$ cat config.mk
export PLATFORM = sky130hd
export DESIGN_NAME = alu_long_seq
export DESIGN_NICKNAME = d
export VERILOG_FILES = /design/src/rtl/alu_long_seq_pkg.sv /design/src/rtl/alu_long_seq_alu.sv /design/src/rtl/alu_long_seq.sv
export SDC_FILE = /design/constraint.sdc
export NUM_CORES = 1
export LEC_CHECK = 0
export ABC_CLOCK_PERIOD_IN_PS = 14200
export BUFFER_PORTS_ARGS = -buffer_cell sky130_fd_sc_hd__buf_4
export CAP_MARGIN = 40
export CORE_MARGIN = 2
export CORE_UTILIZATION = 35
export CTS_BUF_LIST = sky130_fd_sc_hd__clkbuf_4 sky130_fd_sc_hd__clkbuf_8 sky130_fd_sc_hd__clkbuf_16
export CTS_CLUSTER_DIAMETER = 30
export CTS_CLUSTER_SIZE = 24
export DETAILED_ROUTE_END_ITERATION = 12
export PLACE_DENSITY_LB_ADDON = 0.3
export SKIP_LAST_GASP = 1
export SLEW_MARGIN = 20
export SYNTH_ARGS = -nofsm -noshare
export SYNTH_HDL_FRONTEND = slang
export SYNTH_SLANG_ARGS = --single-unit
$ cat constraint.sdc
create_clock -name clk -period 14.2 [get_ports clk]
set_input_delay 0.71 -clock clk [delete_from_list [all_inputs] [get_ports clk]]
set_output_delay 0.71 -clock clk [all_outputs]
set_load 0.01 [all_outputs]
$ cat src/rtl/alu_long_seq_pkg.sv
// Shared types and constants for the 64-bit two-pass add/subtract sequencer.
package alu_long_seq_pkg;

  localparam logic [3:0] EXE_NOP = 4'b0000;
  localparam logic [3:0] EXE_MOV = 4'b0001;
  localparam logic [3:0] EXE_ADD = 4'b0010;
  localparam logic [3:0] EXE_ADC = 4'b0011;
  localparam logic [3:0] EXE_SUB = 4'b0100;
  localparam logic [3:0] EXE_SBC = 4'b0101;

  typedef enum logic [1:0] {
    OP_ADD64 = 2'b00,
    OP_SUB64 = 2'b01,
    OP_ADC64 = 2'b10,
    OP_SBC64 = 2'b11
  } op_e;

  typedef enum logic [1:0] {
    ST_IDLE = 2'b00,
    ST_LO   = 2'b01,
    ST_HI   = 2'b10,
    ST_DONE = 2'b11
  } state_e;

  typedef struct packed {
    op_e         op;
    logic [63:0] a;
    logic [63:0] b;
    logic        cin;
  } req_t;

endpackage

$ cat src/rtl/alu_long_seq_alu.sv
// 32-bit execute-stage ALU. status_bits = {N,Z,C,V}; on subtract C is a borrow (1 = borrow).
module alu_long_seq_alu
  import alu_long_seq_pkg::*;
(
  input  logic [31:0] in1,
  input  logic [31:0] in2,
  input  logic        carry_in,
  input  logic [3:0]  exe_cmd,
  output logic [3:0]  status_bits,
  output logic [31:0] result
);

  logic [32:0] sum;
  logic        c, v;

  always_comb begin
    sum = 33'd0;
    c   = 1'b0;
    v   = 1'b0;
    case (exe_cmd)
      EXE_MOV: sum = {1'b0, in2};
      EXE_ADD, EXE_ADC: begin
        sum = {1'b0, in1} + {1'b0, in2} + {32'd0, (exe_cmd == EXE_ADC) & carry_in};
        c   = sum[32];
        v   = (in1[31] == in2[31]) & (sum[31] != in1[31]);
      end
      EXE_SUB, EXE_SBC: begin
        // a - b - borrow_in as a + ~b + carry, with carry 1 for plain SUB
        sum = {1'b0, in1} + {1'b0, ~in2} + {32'd0, (exe_cmd == EXE_SUB) | carry_in};
        c   = ~sum[32];
        v   = (in1[31] != in2[31]) & (sum[31] != in1[31]);
      end
      default: sum = 33'd0;
    endcase
  end

  assign result      = sum[31:0];
  assign status_bits = {sum[31], sum[31:0] == 32'd0, c, v};

endmodule

$ cat src/rtl/alu_long_seq.sv
// 64-bit add/subtract sequenced over one 32-bit ALU: low word, then high word with chained carry.
module alu_long_seq
  import alu_long_seq_pkg::*;
(
  input  logic        clk,
  input  logic        rst_n,
  input  logic        start_i,
  input  logic [1:0]  op_i,
  input  logic [63:0] a_i,
  input  logic [63:0] b_i,
  input  logic        cin_i,
  output logic        ready_o,
  output logic        done_o,
  output logic [63:0] result_o,
  output logic [3:0]  flags_o
);

  state_e      state;
  req_t        req;
  logic [31:0] res_lo;
  logic        c_lo, z_lo;

  logic [31:0] alu_in1, alu_in2, alu_res;
  logic        alu_cin;
  logic [3:0]  alu_cmd, alu_st;
  logic        is_sub;

  assign is_sub = (req.op == OP_SUB64) || (req.op == OP_SBC64);

  always_comb begin
    alu_in1 = 32'd0;
    alu_in2 = 32'd0;
    alu_cin = 1'b0;
    alu_cmd = EXE_NOP;
    case (state)
      ST_LO: begin
        alu_in1 = req.a[31:0];
        alu_in2 = req.b[31:0];
        case (req.op)
          OP_ADD64: alu_cmd = EXE_ADD;
          OP_SUB64: alu_cmd = EXE_SUB;
          OP_ADC64: begin alu_cmd = EXE_ADC; alu_cin = req.cin; end
          default:  begin alu_cmd = EXE_SBC; alu_cin = req.cin; end
        endcase
      end
      ST_HI: begin
        alu_in1 = req.a[63:32];
        alu_in2 = req.b[63:32];
        alu_cmd = is_sub ? EXE_SBC : EXE_ADC;
        // low-pass subtract C is a borrow; SBC wants carry = not-borrow
        alu_cin = is_sub ? ~c_lo : c_lo;
      end
      default: ;
    endcase
  end

  alu_long_seq_alu u_alu (
    .in1         (alu_in1),
    .in2         (alu_in2),
    .carry_in    (alu_cin),
    .exe_cmd     (alu_cmd),
    .status_bits (alu_st),
    .result      (alu_res)
  );

  always_ff @(posedge clk) begin
    if (!rst_n) begin
      state    <= ST_IDLE;
      req      <= '0;
      res_lo   <= 32'd0;
      c_lo     <= 1'b0;
      z_lo     <= 1'b0;
      ready_o  <= 1'b1;
      done_o   <= 1'b0;
      result_o <= 64'd0;
      flags_o  <= 4'd0;
    end else begin
      case (state)
        ST_IDLE: if (start_i) begin
          req     <= '{op: op_e'(op_i), a: a_i, b: b_i, cin: cin_i};
          ready_o <= 1'b0;
          state   <= ST_LO;
        end
        ST_LO: begin
          res_lo <= alu_res;
          c_lo   <= alu_st[1];
          z_lo   <= alu_st[2];
          state  <= ST_HI;
        end
        ST_HI: begin
          result_o <= {alu_res, res_lo};
          flags_o  <= {alu_st[3], z_lo & alu_st[2], alu_st[1], alu_st[0]};
          done_o   <= 1'b1;
          state    <= ST_DONE;
        end
        default: begin
          done_o  <= 1'b0;
          ready_o <= 1'b1;
          state   <= ST_IDLE;
        end
      endcase
    end
  end

endmodule

==> results of run 1 <==
==> per-stage QoR <==
stage	setup slack, ns	util	area, sq um	hold slack, ns	power (W)
6_report	8.32	0.453	17100	0.395	0.00288
4_1_cts	8.24	0.452	17000	0.365	0.00289
3_3_place_gp	8.39	0.403	15200	0.454	0.00168
2_1_floorplan	9.03	-	13500	0.443	0.00143
3_5_place_dp	8.28	0.405	15300	0.456	0.00169
5_1_grt	7.86	0.453	17100	0.383	0.00304
==> layout make-up <==
type	count	area, sq um	share of cell area
Clock inverter	37	424	0.0248
Clock buffer	57	1350	0.0788
Tap cell	511	639	0.0374
Inverter	65	244	0.0143
Sequential cell	236	4720	0.276
Timing Repair Buffer	217	1690	0.0988
Multi-Input combinational cell	1242	8030	0.470
==> sequential cells by signal, summed over array words and instances (netlist names) <==
| register | flops |
|---|---|
| ready_o | 1 |
| done_o | 1 |
| res_lo | 32 |
| result_o | 64 |
| flags_o | 3 |
| state | 2 |
| req | 131 |
| z_lo | 1 |
| c_lo | 1 |
==> logic make-up (layout without fill, tap and decap cells) <==
| group | after synthesis | after routing | share of synthesized area |
|---|---|---|---|
| AND/OR/NAND/NOR | 605 | 605 | 0.207 |
| AO/OA/AOI/OAI | 446 | 446 | 0.232 |
| flip-flops | 236 | 236 | 0.351 |
| buffers and inverters | 191 | 376 | 0.0544 |
| multiplexers | 109 | 109 | 0.0811 |
| adder cells (fa/ha/maj) | 69 | 69 | 0.0664 |
| XOR/XNOR | 13 | 13 | 0.00846 |
==> power breakdown <==
part	total, W	switching, W	internal (W)	leakage (nW)
sequential	0.000793	0.0000474	0.000745	1.92
clock	0.00119	0.000396	0.000797	0.862
combinational	0.000894	0.000580	0.000314	4.39
==> critical path, delay by kind of cell (launching register included) <==
family,cells,cell delay [ns]
DFF,1,0.31
and+or+nand+nor,10,2.63
adders and majority gates,3,1.55
AOI/OAI and AO/OA,2,0.54
buffers and inverters,2,0.76
==> per-layer routing <==
| metal | GRT usage | vias to the layer above | share of wire | routed length (microns) |
|---|---|---|---|---|
| met2 | 0.291 | 372 | 0.40 | 16700 |
| li1 | - | 6104 | - | - |
| met1 | 0.311 | 5709 | 0.52 | 21400 |
| met3 | 0.0349 | 60 | 0.057 | 2340 |
| met4 | 0.0642 | 0 | 0.020 | 805 |
| met5 | 0 | - | 0 | 0 |
==> final timing paths <==
path                               start         end  slack (ns)  depth (start not counted)
worst max-delay path            state[0]  flags_o[2]        8.32                         17
worst max register to register  state[0]  flags_o[2]        8.32                         17
worst min-delay path             b_i[23]     req[24]        0.40                          3
worst min register to register   req[57]     req[57]        0.46                          2
==> layout by cell type (no fill, tap or decap), types with 4 or more instances in the layout <==
cell type,n
xnor2_1,11
nor4_1,11
clkinvlp_4,7
bufinv_16,6
o31a_1,4
o221ai_1,4
nand3b_1,5
a22oi_1,36
nor3_1,23
o21ai_0,47
clkinv_2,11
a21oi_1,77
a31oi_1,12
mux2i_1,109
fa_1,4
a22o_1,31
clkbuf_16,51
buf_4,213
nand2_1,330
inv_6,4
o31ai_1,18
o21bai_1,10
nor2_1,62
nand2b_1,9
nand4_1,14
ha_1,63
inv_1,65
a21o_1,9
and2_1,4
o21ai_1,5
or4_1,4
a21boi_0,136
nor2b_1,101
nand3_1,21
a211oi_1,11
clkinv_4,7
o211ai_1,14
or3_1,4
clkbuf_8,4
dfxtp_1,236
==> summary.txt, run 1 <==
Yosys top cell area share = 0.351
Layout cell share with drive strength beyond 1 = 0.176
Crit Path Max Fanout = 65
Pre-Repair DR Iteration Count = 5
CP Cell Sequence = inv_1 -> ha_4 -> and2_2 -> buf_4 -> a22oi_1 -> fa_1 -> fa_1 -> nor2_1 -> nor4_1 -> nor3_1 -> nor3_1 -> or4_1 -> or4_1 -> or4_1 -> and4bb_1 -> nand4_1 -> o31ai_1
Final slew viol count = 0
Syn_nets = 1872
VDD IR max = 0.123 mV
Worst-Margin Slew = 0.826 ns
EDFF count, synth = 0
Residual DRC count = 0
CTS tree = yes
Number of antenna violations at the first check in global routing = 1
Leading post-synthesis cells by cell area = dfxtp_1 35%, nand2_1 9.2%, mux2i_1 8.1%, a21boi_0 7.6%, ha_1 6.0%
H-Tree Depth = 2
I/O Buffers = 203
#FFs+latches synth = 236
Synth unique cells = 68
RSZ-0062 raised after global routing = false
Synth warn = 0
Fmax = 0.170 GHz
Die Height = 200 microns
Vias/cell = 5.18
Post-CTS Setup Inserts = 0
Count leader, synth = nand2_1
Num ports = 204
Die ar. = 40000 sq um
Syn_area_per_cell = 8.06 sq um
Post-route insts no fill = 2365
Post-synth top flop = dfxtp_1
Post-layout minimum cycle time = 5.88 ns
Cts hold-fix bufs = 0
GPL Wtd Cong = 0.940
Clock sink total = 236
WL/cell = 17.4 microns
CP most frequent cell = or4_1
Fillers = 3756
Row count = 71
Placed cells = 2269
Global-route wire length before repair = 64.2 mm
Wirelength, routed = 41.3 mm
# resized after CTS = 0
GRT Overall Usage = 0.205
Die span in x = 200 microns
Grt ovf = 0
Antenna Diode Count = 0
Static leakage = 7.18 nW
Clk_skew = 0.0157 ns
CP Data Arrival Time = 6.37 ns
Vias in the first global route = 11700
Clk_lat worst skew = 0.58 ns
Relative slew slack = 0.449
Clock Tree Buf Depth = 3
Power Dens Cells = 169 nW/um^2
Period utilization = 0.414
Synth area leader = dfxtp_1
CP required = 14.69 ns
# setup viols final = 0
CP endpoint kind = flop
Post-synthesis sequential area ratio = 0.351
Initial DRC count = 821
Final hold violation count = 0
Critical path class = reg2reg
HP Class = in2reg
Synth async-reset ratio = 0
Cells after Synth = 1669
Clk root buf = clkbuf_16
CP max stage cell = buf_4
# Max-Cap Violations = 0
Top post-synthesis cells by count = 331 x nand2_1, 236 x dfxtp_1, 136 x a21boi_0, 109 x mux2i_1, 101 x nor2b_1
Via Count = 12200
Starting Density = 0.356
Startpoint Class = flop
Status = finished clean
Layout net count = 2016
Largest net degree at the start of global routing = 112
Antenna Nets Post-Route = 0
Clock slew at reported path FFs = 0.05 ns
DPL Wire Length = 30.2 mm
Setup TNS = 0 ns
TritonCTS Buffers = 51
CORE AREA = 37800 sq um
Max incr delay on CP = 0.63 ns
Area delta synth->final = 27.0%
Synth Cell Area = 13500 sq um
Power figures use the tool's default switching activity.
==> run 2: changes to the inputs <==
Settings changed: ABC_AREA set to 1, ABC_CLOCK_PERIOD_IN_PS 14200 to 5610.
Clock period 14.2 ns to 5.61 ns, I/O delays scaled along.
==> run 2 against run 1 <==
Net effect: count of clock-buffer cells in the layout is 7 higher; area after synthesis is 8.7% higher; wire length is 24% higher; largest cell class unchanged.
==> summary.txt, run 2 <==
Status = finished clean
Synth area leader = dfxtp_1
GPL Wtd Cong = 0.945
Post-layout minimum cycle time = 4.53 ns
Clk_skew = 0.0160 ns
Residual DRC count = 0
Combinational power share = 0.478
# resized after CTS = 0
Clock sink total = 236
Synth async-reset ratio = 0
# setup viols final = 0
Static leakage = 10.3 nW
Yosys top cell area share = 0.323
Die span in x = 208 microns
Clk root buf = clkbuf_16
Main combinational cell family by area after synthesis = simple AND/OR/NAND/NOR gates
Crit Path Max Fanout = 27
Post-synth top flop = dfxtp_1
HP Class = in2reg
Area delta synth->final = 31.7%
Relative slew slack = 0.452
Largest reg by FF count = req
Pint = 0.00614 W
Final WS setup = 1.08 ns
WL/cell = 16.0 microns
I/O Buffers = 203
CTS tree = yes
Setup slack, reg-to-reg = 1.08 ns
Die Height = 208 microns
Sw Share = 0.442
Vias/cell = 4.93
Final slew viol count = 0
Fin Hold WS = 0.000202 ns
Synth Area in Simple Gates = 0.336
Num ports = 204
Compound-Gate Fraction of Synth Area = 0.151
Footprint of the multi-input gates = 8050 sq um
Clock slew at reported path FFs = 0.05 ns
Largest net degree at the start of global routing = 111
Row count = 74
Cells after Synth = 2381
DPL Wire Length = 38.8 mm
Register area = 4720 sq um
CP most frequent cell = nand2_1
Die ar. = 43400 sq um
Power Dens Cells = 572 nW/um^2
Clk_lat worst skew = 0.58 ns
Via Count = 15800
Synth Area in XOR/XNOR = 0.00240
Max FFs per register = 131
Vias in the first global route = 15100
Adder-Cell Fraction of Synth Area = 0.0611
CP Data Arrival Time = 5.03 ns
Post-route insts no fill = 3203
EDFF count, synth = 0
Setup TNS = 0 ns
Syn_area_per_cell = 6.14 sq um
Antenna Diode Count = 0
Syn_nets = 2584
Pre-Repair DR Iteration Count = 5
Mux cell area share after synthesis = 0
Max incr delay on CP = 0.50 ns
#FFs+latches synth = 236
Period utilization = 0.807
Commonest non-fill, non-tap cells in the layout = 525 x nor2_1, 483 x nand2_1, 337 x inv_1, 252 x o21ai_0, 236 x dfxtp_1
Grt ovf = 0
Critical path class = reg2reg
CP Cell Sequence = inv_1 -> ha_1 -> nand2_1 -> nand2_1 -> nand2_1 -> inv_2 -> buf_4 -> nand3_1 -> fa_1 -> fa_1 -> inv_1 -> nand3_1 -> nand3_2 -> a21oi_1 -> o21ai_0 -> nand2_1 -> nor2_1 -> nand3_1 -> nor3_2 -> nand4_1 -> a21oi_1
CORE AREA = 41000 sq um
Synth Cell Area = 14600 sq um
Worst-Margin Slew = 0.821 ns
Final hold violation count = 0
VDD IR max = 0.236 mV
Largest registers = req x131, result_o x64, res_lo x32
Post-synthesis sequential area ratio = 0.323
Post-CTS Setup Inserts = 0
Number of antenna violations at the first check in global routing = 0
Initial DRC count = 1119
Sw Pwr = 0.00487 W
H-Tree Depth = 2
Global-route wire length before repair = 80.5 mm
Antenna Nets Post-Route = 0
Pre-CTS setup slack = 1.15 ns
Fmax = 0.221 GHz
Layout cell share with drive strength beyond 1 = 0.139
Fillers = 4213
Cts hold-fix bufs = 94
RSZ-0062 raised after global routing = false
Layout net count = 2832
Startpoint Class = flop
Synth unique cells = 35
GRT Overall Usage = 0.233
Commonest non-fill, non-tap cell in the layout = nor2_1
CP required = 6.11 ns
Leading post-synthesis cells by cell area = dfxtp_1 32%, nor2_1 13%, nand2_1 12%, inv_1 8.7%, o21ai_0 8.6%
Top post-synthesis cells by count = 525 x nor2_1, 484 x nand2_1, 338 x inv_1, 252 x o21ai_0, 236 x dfxtp_1
Placed cells = 3013
Fin util = 0.470
Wirelength, routed = 51.2 mm
Starting Density = 0.357
CP endpoint kind = flop
# Max-Cap Violations = 0
TritonCTS Buffers = 52
CP max stage cell = fa_1
Synth warn = 0
Clock network fraction of total power = 0.284
Sequential power share = 0.238
Clock Tree Buf Depth = 3
Count leader, synth = nor2_1
run 2: cell count changes after synthesis, moves of 100 or more:
cell | previous run | this run
a21boi_0 | 136 | 0
inv_1 | 65 | 338
mux2i_1 | 109 | 0
nand2_1 | 331 | 484
nand3_1 | 21 | 121
nor2_1 | 62 | 525
nor2b_1 | 101 | 0
o21ai_0 | 47 | 252
run 2: kinds of logic (layout without fill, tap and decap cells):
logic type / count (synthesis) / after routing
AOI/OAI and AO/OA: 391 / 391
adders and majority gates: 69 / 69
xor gates and xnor gates: 4 / 4
and+or+nand+nor: 1209 / 1209
DFF: 236 / 236
buffers and inverters: 472 / 762
run 2: cell type report:
cell class / instances / area share
Tap cell: 532 / 0.0346
Clock buffer: 64 / 0.0742
Sequential cell: 236 / 0.245
Multi-Input combinational cell: 1673 / 0.418
Inverter: 354 / 0.0691
Timing Repair Buffer: 312 / 0.137
Clock inverter: 32 / 0.0219
run 2: critical path, delay by kind of cell (launching register included):
| kind | cells | cell delay (ns) |
|---|---|---|
| buffers and inverters | 4 | 0.65 |
| AO/OA/AOI/OAI | 3 | 0.37 |
| AND/OR/NAND/NOR | 11 | 1.75 |
| flip-flops | 1 | 0.33 |
| adder cells (fa/ha/maj) | 3 | 1.33 |
run 2: path summary, 6_finish.rpt:
| kind | from | end | cells past startpoint |
|---|---|---|---|
| setup / recovery | state[1] | flags_o[2] | 21 |
| hold / removal | op_i[1] | req[130] | 3 |
| setup reg to reg | state[1] | flags_o[2] | 21 |
| hold reg to reg | req[0] | req[0] | 2 |
run 2: power by group through the flow:
stage	Sequential (W)	Combinational [W]	Clock, W
6_report	0.00262	0.00526	0.00313
5_1_grt	0.00268	0.00593	0.00327
4_1_cts	0.00262	0.00522	0.00317
3_5_place_dp	0.00264	0.00514	0
3_3_place_gp	0.00263	0.00505	0
2_1_floorplan	0.00261	0.00353	0
run 2: layer usage:
layer	wire, microns	GRT usage
met2	22200	0.368
met3	3240	0.0353
met5	0	0
met1	24500	0.326
met4	1200	0.0714
run 2: stage by stage:
step | cell area [sq um] | power (W)
detailed placement | 16500 | 0.00778
CTS | 19300 | 0.0110
floorplan | 14600 | 0.00614
finish | 19300 | 0.0110
global placement | 16400 | 0.00768
global route | 19300 | 0.0119
==> run 3: changes to the inputs <==
Settings changed: ABC_AREA 1 to 0, ABC_CLOCK_PERIOD_IN_PS 5610 to 3900.
Clock period 5.61 ns to 3.9 ns, I/O delays scaled along.
==> run 3 against run 2 <==
Net effect: the run now ends with setup timing left; clock power up 37%; global-route usage down 0.36 points; sequential share of layout area down 2.5 points; hold slack better by 0.036 ns; power up 7.9%; critical endpoint is now z_lo; largest power group unchanged; highest routed layer unchanged.
==> summary.txt, run 3 (same netlist as run 1, synthesis figures left out) <==
Die Height = 200 microns
CTS tree = yes
Pre-CTS setup slack = -0.831 ns
Crit Path Max Fanout = 10
Static leakage = 9.19 nW
Final slew viol count = 0
Post-route insts no fill = 2751
GRT Overall Usage = 0.229
Clk root buf = clkbuf_16
Period utilization = 1.13
Via Count = 13800
Fillers = 3349
Largest net degree at the start of global routing = 89
Hold path depth = 3
CP required = 4.36 ns
Hold Crit Endpoint = state[0]
Violated checks = setup timing
CP Data Arrival Time = 4.87 ns
Fin Hold WS = 0.0360 ns
Pwr Total = 0.0119 W
Global-route wire length before repair = 72.1 mm
Largest reg by FF count = req
Critical register-to-register path startpoint = state[1]
Register area = 4730 sq um
Fin util = 0.567
Footprint of the multi-input gates = 9000 sq um
Largest registers = req x131, result_o x64, res_lo x32
Setup slack, reg-to-reg = -0.51 ns
Clk_lat worst skew = 0.56 ns
I/O Buffers = 203
Area delta synth->final = 59.2%
Layout net count = 2405
GPL Wtd Cong = 0.875
Startpoint Class = flop
VDD IR max = 0.281 mV
Power Dens Cells = 555 nW/um^2
Final WS setup = -0.510 ns
Residual DRC count = 0
Final hold violation count = 0
Clock sink total = 236
CORE AREA = 37800 sq um
Fmax = 0.227 GHz
Relative slew slack = 0.532
Num ports = 204
Row count = 71
Worst-Margin Slew = 0.702 ns
Die ar. = 40000 sq um
Hold path start = start_i
Commonest non-fill, non-tap cell in the layout = buf_4
HP Class = in2reg
TritonCTS Buffers = 48
Commonest non-fill, non-tap cells in the layout = 460 x buf_4, 329 x nand2_1, 233 x dfxtp_1, 136 x a21boi_0, 131 x dlygate4sd3_1
H-Tree Depth = 2
Clk_skew = 0.0196 ns
Grt ovf = 0
Wirelength, routed = 46.4 mm
R2r worst-path depth = 18
Antenna Diode Count = 0
Clock slew at reported path FFs = 0.05 ns
Initial DRC count = 753
Placed cells = 2510
WL/cell = 16.9 microns
Number of antenna violations at the first check in global routing = 0
RSZ-0062 raised after global routing = true
# setup viols final = 21
CP endpoint kind = flop
Status = finished, violations left
Post-layout minimum cycle time = 4.41 ns
Antenna Nets Post-Route = 0
Die span in x = 200 microns
Clock Tree Buf Depth = 3
Vias/cell = 5.02
Pre-Repair DR Iteration Count = 6
Vias in the first global route = 13500
Layout cell share with drive strength beyond 1 = 0.328
# Max-Cap Violations = 0
Starting Density = 0.356
DPL Wire Length = 32.4 mm
Reg2reg end = z_lo
Critical path class = reg2reg
Max FFs per register = 131
==> run 3: how the worst max path moves through the flow <==
stage          startpoint         end  cells past startpoint
2_1_floorplan    req[129]  flags_o[2]                     20
3_3_place_gp     state[0]        z_lo                     17
3_5_place_dp     state[0]        z_lo                     17
4_1_cts          state[1]        z_lo                     16
5_1_grt          state[1]  flags_o[2]                     19
6_report         state[1]        z_lo                     18
==> run 3: power breakdown <==
part	internal [W]	switching (W)	total, W	leakage, nW
logic	0.00211	0.00257	0.00468	6.45
clock network	0.00286	0.00142	0.00428	0.819
registers	0.00272	0.000207	0.00292	1.92
total	0.00769	0.00420	0.0119	9.19
==> run 3: stage by stage <==
step / area (sq um) / setup TNS (ns)
4_1_cts: 20800 / -4.51
6_report: 21400 / -3.97
3_3_place_gp: 17100 / -10.75
3_5_place_dp: 17200 / -12.52
5_1_grt: 21400 / -9.23
2_1_floorplan: 13600 / -1.12
==> run 3: critical path, cell delays in order (launching register included) <==
cell,delay (ns)
dfxtp_2,0.33
inv_2,0.06
ha_4,0.25
and2_4,0.17
buf_6,0.16
buf_12,0.15
a22o_4,0.27
ha_4,0.22
or4_4,0.55
or3_1,0.33
a211oi_2,0.21
buf_4,0.16
nor4_2,0.03
a21oi_2,0.14
mux2i_2,0.10
or4_1,0.52
and4bb_1,0.31
nand4_1,0.13
o31ai_1,0.22
==> run 3: repair_timing <==
action	4_1_cts	5_1_grt
endpoints found under the setup margin	42	41
setup buffers	8	10
endpoints found under the hold margin	131	0
pin swaps	30	43
cloned	2	1
gates resized for setup	93	97
hold buffers	131	0
==> run 3: cell type report <==
cell class                 instances  area share
tap                              511      0.0299
clock inverter                    35      0.0205
multi-input combinational       1242       0.420
inverter                          65      0.0115
timing repair buffer             609       0.238
sequential                       236       0.221
clock buffer                      53      0.0595
==> run 3: routing by layer <==
layer / global-route usage / wire length, microns / vias up
li1: - / - / 6875
met1: 0.330 / 22700 / 6488
met2: 0.353 / 20200 / 377
met3: 0.0336 / 2570 / 59
met4: 0.0702 / 907 / 0
met5: 0 / 0 / -
